### src/rtl/vedic_mac_pkg.sv
// Shared definitions for the Vedic multiply-accumulate stage.
// Latency: none (types and constants only).
// Backpressure: not applicable.
package vedic_mac_pkg;

  localparam int OPND_W = 8;   // operand width
  localparam int PROD_W = 16;  // full product width of an 8x8 multiply

  // Control FSM encoding
  typedef enum logic [1:0] {
    IDLE  = 2'd0,
    RUN   = 2'd1,
    DRAIN = 2'd2,
    DONE  = 2'd3
  } state_t;

endpackage

### src/rtl/multiplier_16bit_8by8.sv
// Combinational unsigned 8x8 Vedic (Urdhva Tiryagbhyam) multiplier, 16-bit product.
// Latency: 0 cycles (purely combinational).
// Backpressure: none; the product follows a/b continuously.
// Ports: a, b - 8-bit unsigned operands; prod - 16-bit product.
module multiplier_16bit_8by8 (
  input  logic [7:0]  a,
  input  logic [7:0]  b,
  output logic [15:0] prod
);

  // 2x2 leaf: vertical terms on the ends, crosswise sum in the middle.
  function automatic logic [3:0] vm2(input logic [1:0] x, input logic [1:0] y);
    logic [3:0] r;
    logic       c;
    r[0]       = x[0] & y[0];
    {c, r[1]}  = {1'b0, x[1] & y[0]} + {1'b0, x[0] & y[1]};
    {r[3], r[2]} = {1'b0, x[1] & y[1]} + {1'b0, c};
    return r;
  endfunction

  // 4x4 built from four 2x2 partial products.
  function automatic logic [7:0] vm4(input logic [3:0] x, input logic [3:0] y);
    logic [3:0] ll, lh, hl, hh;
    ll = vm2(x[1:0], y[1:0]);
    lh = vm2(x[3:2], y[1:0]);
    hl = vm2(x[1:0], y[3:2]);
    hh = vm2(x[3:2], y[3:2]);
    return {4'b0, ll} + {2'b0, lh, 2'b0} + {2'b0, hl, 2'b0} + {hh, 4'b0};
  endfunction

  logic [7:0] p_ll, p_lh, p_hl, p_hh;

  always_comb begin
    p_ll = vm4(a[3:0], b[3:0]);
    p_lh = vm4(a[7:4], b[3:0]);
    p_hl = vm4(a[3:0], b[7:4]);
    p_hh = vm4(a[7:4], b[7:4]);
    prod = {8'b0, p_ll} + {4'b0, p_lh, 4'b0} + {4'b0, p_hl, 4'b0} + {p_hh, 8'b0};
  end

endmodule

### src/rtl/vedic_mac_acc.sv
// Accumulator register with sticky overflow and wrap/saturate add.
// Latency: 1 cycle from add_en to updated acc/overflow.
// Backpressure: none; clr and add_en are applied every cycle they are high.
// Ports: clr - zero acc and overflow; add_en/prod - add the product this edge;
//        acc - running sum; overflow - sticky carry-out flag.
// Build option: VEDIC_MAC_SATURATE_EN clamps the sum to all-ones on carry-out.
module vedic_mac_acc
  import vedic_mac_pkg::*;
#(
  parameter int ACC_W = 24   // must be >= PROD_W
) (
  input  logic              clk,
  input  logic              rst_n,
  input  logic              clr,
  input  logic              add_en,
  input  logic [PROD_W-1:0] prod,
  output logic [ACC_W-1:0]  acc,
  output logic              overflow
);

  // One extra bit so the carry out of the top accumulator bit is visible.
  logic [ACC_W:0] sum;

  assign sum = {1'b0, acc} + {{(ACC_W + 1 - PROD_W){1'b0}}, prod};

  always_ff @(posedge clk or negedge rst_n) begin
    if (!rst_n) begin
      acc      <= '0;
      overflow <= 1'b0;
    end else if (clr) begin
      acc      <= '0;
      overflow <= 1'b0;
    end else if (add_en) begin
      overflow <= overflow | sum[ACC_W];
`ifdef VEDIC_MAC_SATURATE_EN
      // Once clamped at all-ones any non-zero add carries again, so the
      // value stays pinned without a separate hold flag.
      acc <= sum[ACC_W] ? '1 : sum[ACC_W-1:0];
`else
      acc <= sum[ACC_W-1:0];
`endif
    end
  end

endmodule

### src/rtl/vedic_mac_8x8.sv
// Burst multiply-accumulate over a Vedic 8x8 multiplier: sums len products, returns one result.
// Latency: result valid 2 cycles after the last input transfer (1 cycle after start when len=0).
// Backpressure: in_ready only in RUN while pairs remain; result held in DONE until out_ready.
// Ports: start/len - burst request (IDLE only); in_valid/in_ready/a/b - operand stream;
//        out_valid/out_ready/acc_out/overflow - result handshake; busy - not IDLE.
// Build option: VEDIC_MAC_SATURATE_EN selects a saturating accumulator (default wraps).
module vedic_mac_8x8
  import vedic_mac_pkg::*;
#(
  parameter int ACC_W = 24,
  parameter int LEN_W = 8
) (
  input  logic              clk,
  input  logic              rst_n,
  input  logic              start,
  input  logic [LEN_W-1:0]  len,
  input  logic              in_valid,
  output logic              in_ready,
  input  logic [OPND_W-1:0] a,
  input  logic [OPND_W-1:0] b,
  output logic              out_valid,
  input  logic              out_ready,
  output logic [ACC_W-1:0]  acc_out,
  output logic              overflow,
  output logic              busy
);

  state_t             state;
  logic [LEN_W-1:0]   remain;
  logic [PROD_W-1:0]  mult_p;
  logic [PROD_W-1:0]  prod_q;
  logic               prod_v;
  logic               xfer;
  logic               clr;

  assign xfer = in_valid & in_ready;
  // Accumulator clears on the same edge that accepts a start.
  assign clr  = (state == IDLE) & start;

  multiplier_16bit_8by8 u_mult (
    .a    (a),
    .b    (b),
    .prod (mult_p)
  );

  // Control FSM, product pipe register and registered handshake outputs.
  always_ff @(posedge clk or negedge rst_n) begin
    if (!rst_n) begin
      state     <= IDLE;
      remain    <= '0;
      in_ready  <= 1'b0;
      out_valid <= 1'b0;
      busy      <= 1'b0;
      prod_q    <= '0;
      prod_v    <= 1'b0;
    end else begin
      prod_v <= xfer;
      if (xfer) begin
        prod_q <= mult_p;
      end

      case (state)
        IDLE: begin
          if (start) begin
            busy <= 1'b1;
            if (len != '0) begin
              remain   <= len;
              in_ready <= 1'b1;
              state    <= RUN;
            end else begin
              out_valid <= 1'b1;
              state     <= DONE;
            end
          end
        end

        RUN: begin
          if (xfer) begin
            remain <= remain - LEN_W'(1);
            // Last pair: stop accepting on the same edge so no extra transfer slips in.
            if (remain == LEN_W'(1)) begin
              in_ready <= 1'b0;
              state    <= DRAIN;
            end
          end
        end

        // The final product sitting in prod_q is added during this cycle.
        DRAIN: begin
          out_valid <= 1'b1;
          state     <= DONE;
        end

        DONE: begin
          if (out_ready) begin
            out_valid <= 1'b0;
            busy      <= 1'b0;
            state     <= IDLE;
          end
        end

        default: begin
          state <= IDLE;
        end
      endcase
    end
  end

  vedic_mac_acc #(
    .ACC_W (ACC_W)
  ) u_acc (
    .clk      (clk),
    .rst_n    (rst_n),
    .clr      (clr),
    .add_en   (prod_v),
    .prod     (prod_q),
    .acc      (acc_out),
    .overflow (overflow)
  );

endmodule

### config.mk
export PLATFORM = sky130hd
export DESIGN_NAME = vedic_mac_8x8
export DESIGN_NICKNAME = d
export VERILOG_FILES = /design/src/rtl/vedic_mac_pkg.sv /design/src/rtl/multiplier_16bit_8by8.sv /design/src/rtl/vedic_mac_acc.sv /design/src/rtl/vedic_mac_8x8.sv
export SDC_FILE = /design/constraint.sdc
export NUM_CORES = 1
export LEC_CHECK = 0
export CORE_ASPECT_RATIO = 0.5
export CORE_MARGIN = 2
export CORE_UTILIZATION = 51
export CTS_CLUSTER_DIAMETER = 50
export DETAILED_ROUTE_END_ITERATION = 8
export HOLD_SLACK_MARGIN = 0.15
export PLACE_DENSITY = 0.76
export SETUP_SLACK_MARGIN = 0.2
export SYNTH_ARGS = -nofsm -noshare
export SYNTH_HDL_FRONTEND = slang
export SYNTH_HIERARCHICAL = 1
export SYNTH_SLANG_ARGS = --single-unit
### constraint.sdc
create_clock -name clk -period 3 [get_ports clk]
set_clock_uncertainty 0.2 [all_clocks]
set_input_delay 0.3 -clock clk [delete_from_list [all_inputs] [get_ports clk]]
set_output_delay 0.3 -clock clk [all_outputs]
set_load 0.05 [all_outputs]
Yosys cells after proc, flatten, opt, wreduce, memory -nomap -nowiden:

Index checks and enable logic that the tools add are counted.

* bits in registers: 55
* bits of input ports: 29

* add/subtract/negate cells: 49
* equality and inequality tests: 10
* multiplexer cells: 25
* bitwise gates (word level): 67
* reduce and logical (&&, ||, !) cells: 11

Operators by type and width (count)
* 1-bit bitwise AND: 66
* 1-bit by 1-bit adder with 2-bit output: 32
* 24-bit two-way mux: 2
* 8-bit by 6-bit adder with 8-bit output: 4
* 8-bit adder: 4
* 4-bit by 6-bit adder with 7-bit output: 4
* 24-bit by 16-bit adder with 25-bit output: 1
* 8-bit two-way mux: 3
* 16-bit by 12-bit adder with 16-bit output: 1
* 16-bit adder: 1
* 8-bit one-hot mux with 2 select lines: 1
* 8-bit by 12-bit adder with 13-bit output: 1
* 4-bit AND reduction: 3
* 1-bit two-way mux: 10
* 2-bit two-way mux: 5
* 2-bit != test (second input constant): 5
* 8-bit by 1-bit equality test with 1-bit output (second input constant): 1
* 2-bit one-hot mux with 4 select lines: 1
* 8-bit nonzero test: 1
* 8-bit by 1-bit subtractor with 8-bit output (second input constant): 1
* 2-bit nonzero test: 3
* 5-bit AND reduction: 1
* 2-bit equality test (second input constant): 2
* 1-bit one-hot mux with 2 select lines: 2
* other kinds (7): 7

Longest topological paths before layout:

Gate-level depths: netlist (run 1).

* word-level depth: 9
* mapped depth: 21
* gate-level depth less buffers: 21

Cells and area by module:

Netlist (run 1), hierarchy kept.

Modules (own cells, without submodules)
* multiplier_16bit_8by8: instances 1, cells each 280, area each 2399.8 um^2
* vedic_mac_acc: instances 1, cells each 229, area each 2028.2 um^2
* vedic_mac_8x8: instances 1, cells each 183, area each 1646.6 um^2

Worst setup path after synthesis (run 1):

No wires, ideal clock.

* path kind: input port to flip-flop
* from: input port a[1]
* to: register prod_q[13]
* arrival time: 4.213 ns
* path slack: -1.530 ns
* stages on the path: 19
* buffers on the path: 0
* path through: and2_1 -> ha_1 -> ha_1 -> inv_1 -> fa_1 -> inv_1 -> fa_1 -> a21o_1 -> a21oi_1 -> xor2_1 -> fa_1 -> inv_1 -> ha_1 -> a21o_1 -> a2111oi_4 -> a21oi_2 -> xor2_1 -> nand2_1 -> nand2_1

* longest elaborated chain between the ends: 9

Ends and longest elaborated chain
* start: declaration: RTL line vedic_mac_8x8.sv:19 `input logic [OPND_W-1:0] a,`
* 1-bit bitwise AND: RTL line multiplier_16bit_8by8.sv:16 `{c, r[1]} = {1'b0, x[1] & y[0]} + {1'b0, x[0] & y[1]};`
* 1-bit by 1-bit adder with 2-bit output: RTL line multiplier_16bit_8by8.sv:16
* 1-bit by 1-bit adder with 2-bit output: RTL line multiplier_16bit_8by8.sv:17 `{r[3], r[2]} = {1'b0, x[1] & y[1]} + {1'b0, c};`
* 4-bit by 6-bit adder with 7-bit output: RTL line multiplier_16bit_8by8.sv:28 `return {4'b0, ll} + {2'b0, lh, 2'b0} + {2'b0, hl, 2'b0} + {hh, 4'b0};`
* 8-bit by 6-bit adder with 8-bit output: RTL line multiplier_16bit_8by8.sv:28
* 8-bit adder: RTL line multiplier_16bit_8by8.sv:28
* 8-bit by 12-bit adder with 13-bit output: RTL line multiplier_16bit_8by8.sv:38 `prod = {8'b0, p_ll} + {4'b0, p_lh, 4'b0} + {4'b0, p_hl, 4'b0} + {p_hh, 8'b0};`
* 16-bit by 12-bit adder with 16-bit output *: RTL line multiplier_16bit_8by8.sv:38
* 16-bit adder *: RTL line multiplier_16bit_8by8.sv:38
* via mult_p[13]: RTL line vedic_mac_8x8.sv:30 `logic [PROD_W-1:0] mult_p;`
* end signal: assignment: RTL line vedic_mac_8x8.sv:59 `prod_q <= mult_p;`
* end: declaration: RTL line vedic_mac_8x8.sv:31 `logic [PROD_W-1:0] prod_q;`

Mark *: on every way through the listed nets, which the timed path passes. The rest lies on a longest branch.
A chain may end at the register's enable or synchronous reset.

Worst setup path after layout (run 1):

* from: input port b[2]
* to: register prod_q[15]

* longest elaborated chain between the ends: 8

Ends and longest elaborated chain
* start: declaration: RTL line vedic_mac_8x8.sv:20 `input logic [OPND_W-1:0] b,`
* 1-bit bitwise AND: RTL line multiplier_16bit_8by8.sv:16
* 1-bit by 1-bit adder with 2-bit output: RTL line multiplier_16bit_8by8.sv:16
* 1-bit by 1-bit adder with 2-bit output: RTL line multiplier_16bit_8by8.sv:17
* 8-bit by 6-bit adder with 8-bit output: RTL line multiplier_16bit_8by8.sv:28
* 8-bit adder: RTL line multiplier_16bit_8by8.sv:28
* 8-bit by 12-bit adder with 13-bit output *: RTL line multiplier_16bit_8by8.sv:38
* 16-bit by 12-bit adder with 16-bit output *: RTL line multiplier_16bit_8by8.sv:38
* 16-bit adder *: RTL line multiplier_16bit_8by8.sv:38
* via mult_p[15]: RTL line vedic_mac_8x8.sv:30

Marked as above.

==> run summary, run 1 <==
==================================================================================================
Synthesized area per cell                                                                 8.78 µm²
Reported max-cap violation count                                                                 0
Number of vias after detailed routing                                                        5,200
Worst relative slew slack                                                                    52.1%
Total power density per cell area                                                       865 nW/µm²
Crit-path max cell delay                                                                    500 ps
Initial core utilization                                                                     51.9%
Hold_ws                                                                                     255 ps
Fraction of layout cells with a size suffix above 1                                          23.6%
Weighted congestion reported at the end of routability-driven placement                      0.915
Inserted Diodes                                                                                  0
Source-to-sink clock delay at the later pin of the worst-skew pair                          300 ps
Initial antenna violation count                                                                  0
Area contributors post-synth                                                          dfrtp_1 (23%), ha_1 (16%), fa_1 (9.9%)
Highest-count cells in the layout ignoring fill and taps                              nand2_1 (83), inv_1 (63), dfrtp_1 (55), ha_1 (54), buf_4 (50)
P_leak                                                                                     3.76 nW
Violation count after the first detailed-route iteration                                       259
Final Hold Viols                                                                                 0
Type of destination of the critical path                                                 flip-flop
Net count after synthesis                                                                      831
Detailed-route wire length                                                               14,600 µm
Routed length per instance                                                                 15.1 µm
Core Area                                                                               11,700 µm²
Fillcell total                                                                                 935
Power Total                                                                                6.75 mW
Largest net degree at the start of global routing                                               31
Unrepaired setup endpoints after global routing                                               true
# clock sinks                                                                                   55
Arr. time, crit path                                                                       4270 ps
Warning count from the yosys run                                                                 6
I/O pin count                                                                                   57
Gate count of the mapped netlist                                                               692
Maximum resistive drop on vdd                                                           0.000446 V
Post-placement cell count                                                                      948
Largest fanout on the critical path                                                              4
Most common cell after layout, fill and taps aside                                         nand2_1
Share of the cycle needed by the critical path after routing                                  141%
Post-synth top area share                                                                    22.7%
Run status                                                                            complete, but fails checks
Die Width                                                                                   158 µm
Count of H-tree levels built during CTS                                                          2
First-pass GRT wire length                                                               23,900 µm
Final total negative setup slack                                                        -10,110 ps
Failing checks                                                                        setup timing
Critical Path Source Type                                                             primary input
Peak Freq                                                                                0.236 GHz
Primary flip-flop cell chosen by synthesis mapping                                         dfrtp_1
Required time at the worst-slack endpoint                                                  3030 ps
Non-filler instance count after layout                                                         962
Cell area after layout                                                                    7800 µm²
Number of buffers inserted during clock tree synthesis                                           5
Setup WS pre-CTS                                                                          -2130 ps
Synth-to-layout area growth                                                                  28.5%
Placed cell area                                                                          7350 µm²
Fraction of the core area covered by cells at the end of the flow                            66.7%
Count of different cell masters after synthesis                                                 68
Classification of the worst-slack hold path                                           primary input to flip-flop
Setup violations, final                                                                         10
Share of async-settable or async-resettable flops after synthesis                             100%
Clk Tree Root Cell                                                                       clkbuf_16
Vias in the first global route                                                               5,014
Total count of max-transition violations in the final report                                     0
Worst setup slack after layout                                                            -1240 ps
Clock tree from TritonCTS                                                                     done
Number of core rows                                                                             28
Number of enable flip-flop cells after synthesis                                                 0
Post-layout minimum cycle time                                                             4240 ps
Clock Path Buffers                                                                               2
Clock transition time at the flip-flop clock pins of the worst setup and hold paths          70 ps
Antenna Violating Nets Remaining                                                                 0
Slowest stage cell, crit path                                                                 fa_1
Transition time of the tightest slew-check pin                                              715 ps
Detailed-route vias per instance                                                              5.41
DIE HEIGHT                                                                                 81.2 µm
Area of the mapped netlist                                                                6070 µm²
Final net count                                                                                935
Die Outline Area                                                                        12,900 µm²
Part of the Yosys area used for sequential elements                                          22.7%
Overall routing resource usage                                                               23.1%
Cell type with the highest aggregate area in the netlist                                   dfrtp_1
Kind of critical path                                                                 primary input to flip-flop
DP HPWL                                                                                  11,300 µm
First drt pass iteration count                                                                   4
Global route total overflow                                                                      0
Series of cell instances along the critical path                                      buf_8, and2_4, ha_4, ha_4, inv_2, fa_1, inv_2, fa_2, a21o_1, a21oi_2, xor2_1, fa_1, inv_2, ha_4, a21o_1, a2111oi_4, a21oi_2, nand3_1, xnor2_1, nand2_1, nand2_1
DRC violation count after routing                                                                0
Number of buffer cells added on primary ports                                                   56
Number of storage elements in the synthesis netlist                                             55
==================================================================================================
[state kept, by name, summed over array words and instances, names as in the netlist]
| name | cells |
|---|---|
| busy | 1 |
| u_acc/overflow | 1 |
| u_acc/acc | 24 |
| out_valid | 1 |
| state | 2 |
| prod_v | 1 |
| in_ready | 1 |
| prod_q | 16 |
| remain | 8 |
[worst max-delay path: cells and delay by family]
kind,cells,cell delay [ps]
adders and majority gates,6,1950
AOI/OAI and AO/OA,5,1050
and+or+nand+nor,4,380
xor gates and xnor gates,2,310
buffers and inverters,4,260
[cells in the mapped netlist, drive strengths merged (2+ instances only)]
cell	number
nand2	85
ha	80
inv	80
and2	60
dfrtp	55
a21oi	37
o21ai	31
fa	30
nor2	29
a21o	20
xnor2	17
nand3	13
mux2i	12
xor2	12
and3	11
nor3	11
or3	9
clkbuf	8
a31oi	6
nand4	6
nor4	6
a211oi	5
buf	5
nor2b	5
o211ai	5
and4	4
nand2b	4
a22o	3
a22oi	3
a32o	3
nor3b	3
o21a	3
a2111oi	2
a221oi	2
and3b	2
o2111ai	2
o21bai	2
o32ai	2
or4	2
[final timing paths]
kind                       depth (start not counted)  slack (ps)                        end                   from
hold / removal                                     5         260      prod_q[0]$_DFFE_PN0P_                   a[0]
setup / recovery                                  21       -1240     prod_q[15]$_DFFE_PN0P_                   b[2]
max in group asynchronous                          3        1920     prod_q[10]$_DFFE_PN0P_                  rst_n
setup reg to reg                                   8         350  u_acc/acc[12]$_DFFE_PN0P_  prod_q[0]$_DFFE_PN0P_
min in group asynchronous                          3         370   u_acc/acc[2]$_DFFE_PN0P_                  rst_n
hold reg to reg                                    2         290           busy$_DFFE_PN0P_       busy$_DFFE_PN0P_
[cell families after synthesis]
logic type,synth area share (%)
buf+inv,5.83
mux,2.16
xor+xnor,4.18
simple gates,21.9
flops,22.7
fa+ha+maj,26.4
compound gates,16.9
[area by class of cell]
type,count,area [µm²],area share (%)
multi-input combinational,544,4790,61.4
sequential,55,1380,17.6
timing repair buffer,110,991,12.7
inverter,80,300,3.85
tap,165,206,2.65
clock buffer,6,129,1.65
clock inverter,2,12.5,0.160
[power by group]
| group | switching (mW) | total [mW] | internal (mW) |
|---|---|---|---|
| registers | 0.301 | 1.35 | 1.05 |
| logic | 2.74 | 4.82 | 2.09 |
| clock network | 0.271 | 0.580 | 0.309 |
[timing repair]
action / 4_1_cts / 5_1_grt
buffers inserted: 1 / 4
hold buffers: 1 / 0
pin swaps: 64 / 25
gates resized for setup: 118 / 21
hold endpoints to repair: 55 / 0
endpoints found under the setup margin: 12 / 17
[per-layer routing]
metal	vias to the layer above	GRT usage, %	share of wire (%)
li1	2596	-	-
met1	2487	31.9	49
met2	100	40.0	47
met3	17	2.77	3.2
met4	0	4.14	1.1
met5	-	0	0
No activity file was read; power rests on OpenSTA's default activity.
==> inputs of run 2 (changes only) <==
- SLEW_MARGIN: unset -> 5
==> results of run 2 <==
Final layout, timing and power as in run 1 (identical DEF).
